### src/rtl/physical_tx_gearbox.sv
// 8-bit to 2-bit DDR transmit gearbox feeding a data-lane ODDR (D1 = rising bit, D2 = falling bit).
// Sends TRAIN_WORD bursts after reset or on request, otherwise user data or IDLE_WORD filler.
`timescale 1ns/1ps

module physical_tx_gearbox #(
    parameter logic [7:0]  TRAIN_WORD = 8'hA5,
    parameter logic [7:0]  IDLE_WORD  = 8'hBC,
    parameter int unsigned TRAIN_LEN  = 64
) (
    input  logic       i_clk_600,
    input  logic       i_rst,
    input  logic [7:0] i_data,
    input  logic       i_valid,
    output logic       o_ready,
    input  logic       i_train,
    output logic       o_train_active,
    output logic       o_d1,
    output logic       o_d2
);

    localparam logic ST_TRAIN = 1'b0;
    localparam logic ST_DATA  = 1'b1;

    localparam logic [7:0] LAST_CNT = 8'(TRAIN_LEN - 1);

    logic       r_state;
    logic [1:0] r_phase;
    logic [7:0] r_cnt;
    logic       r_pend;
    logic [7:0] r_word;
    logic       r_d1;
    logic       r_d2;
    logic       r_train_active;

    logic       w_phase3;
    logic       w_start_train;
    logic       w_accept;

    assign w_phase3 = (r_phase == 2'd3);

    // NOTE: o_ready is combinational and gated by reset so a DATA phase-3 state left over
    // from before reset cannot signal an accept while reset is held.
    assign o_ready = !i_rst && (r_state == ST_DATA) && w_phase3 && !r_pend && !i_train;

    assign w_start_train = (r_state == ST_DATA) && w_phase3 && (r_pend || i_train);
    assign w_accept      = i_valid && o_ready;

    always_ff @(posedge i_clk_600) begin
        if (i_rst) begin
            r_state        <= ST_TRAIN;
            r_phase        <= 2'd0;
            r_cnt          <= 8'd0;
            r_pend         <= 1'b0;
            r_word         <= TRAIN_WORD;
            r_d1           <= 1'b0;
            r_d2           <= 1'b0;
            r_train_active <= 1'b1;
        end else begin
            r_phase <= r_phase + 2'd1;
            r_d1    <= r_word[{r_phase, 1'b0}];
            r_d2    <= r_word[{r_phase, 1'b1}];

            if (r_state == ST_TRAIN) begin
                // The word loaded at reset or burst start is training word #1, so the
                // burst ends on the load that follows word TRAIN_LEN.
                if (w_phase3) begin
                    r_cnt <= r_cnt + 8'd1;
                    if (r_cnt == LAST_CNT) begin
                        r_state        <= ST_DATA;
                        r_train_active <= 1'b0;
                        r_word         <= IDLE_WORD;
                    end else begin
                        r_word <= TRAIN_WORD;
                    end
                end
            end else begin
                if (w_start_train) begin
                    r_state        <= ST_TRAIN;
                    r_train_active <= 1'b1;
                    r_cnt          <= 8'd0;
                    r_pend         <= 1'b0;
                    r_word         <= TRAIN_WORD;
                end else begin
                    if (i_train) begin
                        r_pend <= 1'b1;
                    end
                    if (w_phase3) begin
                        r_word <= w_accept ? i_data : IDLE_WORD;
                    end
                end
            end
        end
    end

    assign o_d1           = r_d1;
    assign o_d2           = r_d2;
    assign o_train_active = r_train_active;

endmodule

### config.mk
export PLATFORM = sky130hd
export DESIGN_NAME = physical_tx_gearbox
export DESIGN_NICKNAME = d
export VERILOG_FILES = /design/src/rtl/physical_tx_gearbox.sv
export SDC_FILE = /design/constraint.sdc
export NUM_CORES = 1
export LEC_CHECK = 0
export CAP_MARGIN = 40
export CORE_UTILIZATION = 47
export DETAILED_ROUTE_END_ITERATION = 16
export GPL_ROUTABILITY_DRIVEN = 0
export HOLD_SLACK_MARGIN = 0.03
export PLACE_DENSITY_LB_ADDON = 0.05
export SYNTH_ARGS = -nofsm -noshare
export SYNTH_HDL_FRONTEND = slang
export SYNTH_SLANG_ARGS = --single-unit
### constraint.sdc
create_clock -name i_clk_600 -period 1.6 [get_ports i_clk_600]
set_input_delay 0.24 -clock i_clk_600 [delete_from_list [all_inputs] [get_ports i_clk_600]]
set_output_delay 0.24 -clock i_clk_600 [all_outputs]
set_load 0.05 [all_outputs]
==> metrics.yaml <==
layout:
  drive_gt1_share_pct: 23.45
  fillers: 195
  multi_input_area_sq_um: 640.6
  diodes: 0
  fin_nets: 161
  syn2layout_area_growth_pct: 29.33
  area.sequential_sq_um: 466.7
yosys:
  synth_top_family_by_area: "simple AND/OR/NAND/NOR gates"
  ys_warn_count: 0
  synth_cell_types: 37
  ys_ff_latch: 23
  synth_edf_count: 0
  yosys.area_share.simple_pct: 25.62
  syn_nets: 134
  async_reset_ff_share_pct: 0
  synthMuxAreaShare_pct: 7.865
  synth_compound_area_share_pct: 17.87
  synthAdderAreaFrac_pct: 3.371
  synthXorXnorAreaFrac_pct: 0
  synthCells: 119
  ys.flop_type: "dfxtp_1"
  syn_area_sq_um: 1114
  synth_area_per_cell_sq_um: 9.358
  ys_seq_area_share_pct: 41.35
place:
  pre_cts_slack_ns: -0.05062
  portBuffers: 15
  dpl.hpwl_um: 1773
floorplanning:
  die_w_um: 50.68
  initial_core_util_pct: 50.34
  rows: 17
  num_io_pins: 16
  die_h_um: 50.68
  core_sq_um: 2212
  dieArea_sq_um: 2568
detailed_routing:
  num_vias: 977
  first_iter_violations: 28
  ant_nets: 0
  drt_pass1_iterations: 4
  totalWireLength_um: 2428
  drc: 0
  wl_per_cell_um: 14.03
  vias_per_cell: 5.647
global_route:
  grt_pass1_vias: 902
  grt_max_degree: 15
  antenna_found_initial: 0
  grtUsageTotal_pct: 20.98
  grt_pass1_wl_um: 3960
  grt_overflow: 0
timing:
  hold_viol: 0
  max_freq_ghz: 0.6507
  final_max_slew_viol_count: 0
  min_period_ns: 1.537
  setup-tns-final_ns: 0
  finalCritPeriodShare_pct: 96.06
  setup_slack_ns: 0.06309
  setup_viol: 0
  worstMarginPinSlew_ns: 0.3235
  finClkSkew_ns: 0.005738
  maxSlewHeadroom_pct: 78.33
  grt_setup_unrepaired: "false"
critical_path:
  critical_path.max_fanout: 4
  startpoint_type: "flip-flop"
  path_class: "flip-flop to primary output"
  arrival_ns: 1.30
  worst_ep_required_time_ns: 1.36
  critPathCaptureType: "primary output"
  rr_worst_depth: 4
cts:
  cts_max_path_buffers: 2
  cts_sinks: 23
  cts_tree: "yes"
  cts_hold_buffers: 0
  root_buffer: "clkbuf_4"
  clock_latency_ns: 0.31
  cts_buffers: 3
  htreeDepth: 1
  clk_pin_slew_ns: 0.12
power_and_ir_drop:
  power_density_nw_per_um2: 741.0
  power_leakage_nw: 0.5367
  vdd_drop_max_v: 0.0006761
worst_hold_path:
  holdPathStages: 3
  min_path_type: "input port to flip-flop"
outcome:
  status: "finished, final reports clean"
flow_run:
  drv_cap: 0
-- cell usage after synthesis (3+ instances only) --
library cell,n,share of area [%]
a211oi_1,3,2.0
a21oi_1,7,3.1
clkbuf_1,4,1.3
dfxtp_1,23,41
ha_1,3,3.4
inv_1,4,1.3
nand2_1,5,1.7
nand2b_1,5,2.8
nand4_1,4,2.2
nor2_1,8,2.7
nor2b_1,6,3.4
o211ai_1,4,2.7
o21ai_1,4,1.8
o32ai_1,5,3.9
-- path summary, 6_finish.rpt --
kind / startpoint / endpoint / slack [ns]
max: r_phase[0] / o_ready / 0.06
min reg2reg: o_train_active / o_train_active / 0.48
max reg2reg: r_cnt[0] / r_word[0] / 0.13
min: i_train / r_pend / 0.37
-- cell families after synthesis --
logic type,Yosys count
compound gates,30
fa+ha+maj,3
mux,6
flops,23
simple gates,46
buf+inv,11
-- cell usage in the layout, fill, tap and decap left out, drive strengths merged, types with 5 or more instances in the layout --
| master | n |
|---|---|
| o32ai | 5 |
| inv | 5 |
| nor2b | 7 |
| a21oi | 7 |
| nand2 | 5 |
| nand2b | 5 |
| clkdlybuf4s50 | 10 |
| buf | 17 |
| nor2 | 8 |
| dfxtp | 23 |
| o21ai | 6 |
-- state kept, by name, summed over array words and instances, names as in the netlist --
register,cells
o_train_active,1
o_d1,1
o_d2,1
r_word,8
r_state,1
r_phase,2
r_cnt,8
r_pend,1
-- worst max-delay path, stage by stage (launching register included) --
cell and delay [ns]:
dfxtp_2 0.38, ha_4 0.17, nand4bb_4 0.11, nor2_2 0.18
buf_12 0.15
-- power by group --
| part | total [mW] | internal, mW | switching (mW) |
|---|---|---|---|
| Sequential | 0.623 | 0.600 | 0.0232 |
| Clock | 0.270 | 0.0973 | 0.173 |
| Combinational | 0.174 | 0.0929 | 0.0814 |
-- per-stage QoR --
stage | instance area (sq um) | total power, mW | util (%) | cells | hold slack (ns)
floorplan | 1116 | 0.7287 | - | 119 | 0.3926
global placement | 1361 | 0.8006 | 61.54 | 167 | 0.4406
detailed placement | 1361 | 0.8028 | 61.54 | 167 | 0.4453
CTS | 1396 | 1.071 | 63.12 | 172 | 0.4795
global route | 1440 | 1.119 | 65.10 | 173 | 0.3718
finish | 1440 | 1.067 | 65.10 | 173 | 0.3686
-- repair_timing --
item / 4_1_cts / 5_1_grt
gates resized for setup: 1 / 7
pin swaps: 0 / 1
setup buffers: 1 / 1
setup endpoints to repair: 1 / 1
gates cloned: 0 / 0
-- layout make-up --
cell class | instances | share of cell area, %
tap | 28 | 2.433
sequential | 23 | 32.41
multi-input combinational | 85 | 44.48
timing repair buffer | 28 | 17.55
inverter | 5 | 1.303
clock buffer | 4 | 1.825
-- per-layer routing --
layer	global-route usage [%]	vias up	share of wire, %
met3	2.727	5	2.8
met2	31.11	18	44
met4	9.722	0	1.6
met1	29.91	462	52
met5	0	-	0
li1	-	492	-
No activity file was read; power rests on OpenSTA's default activity.
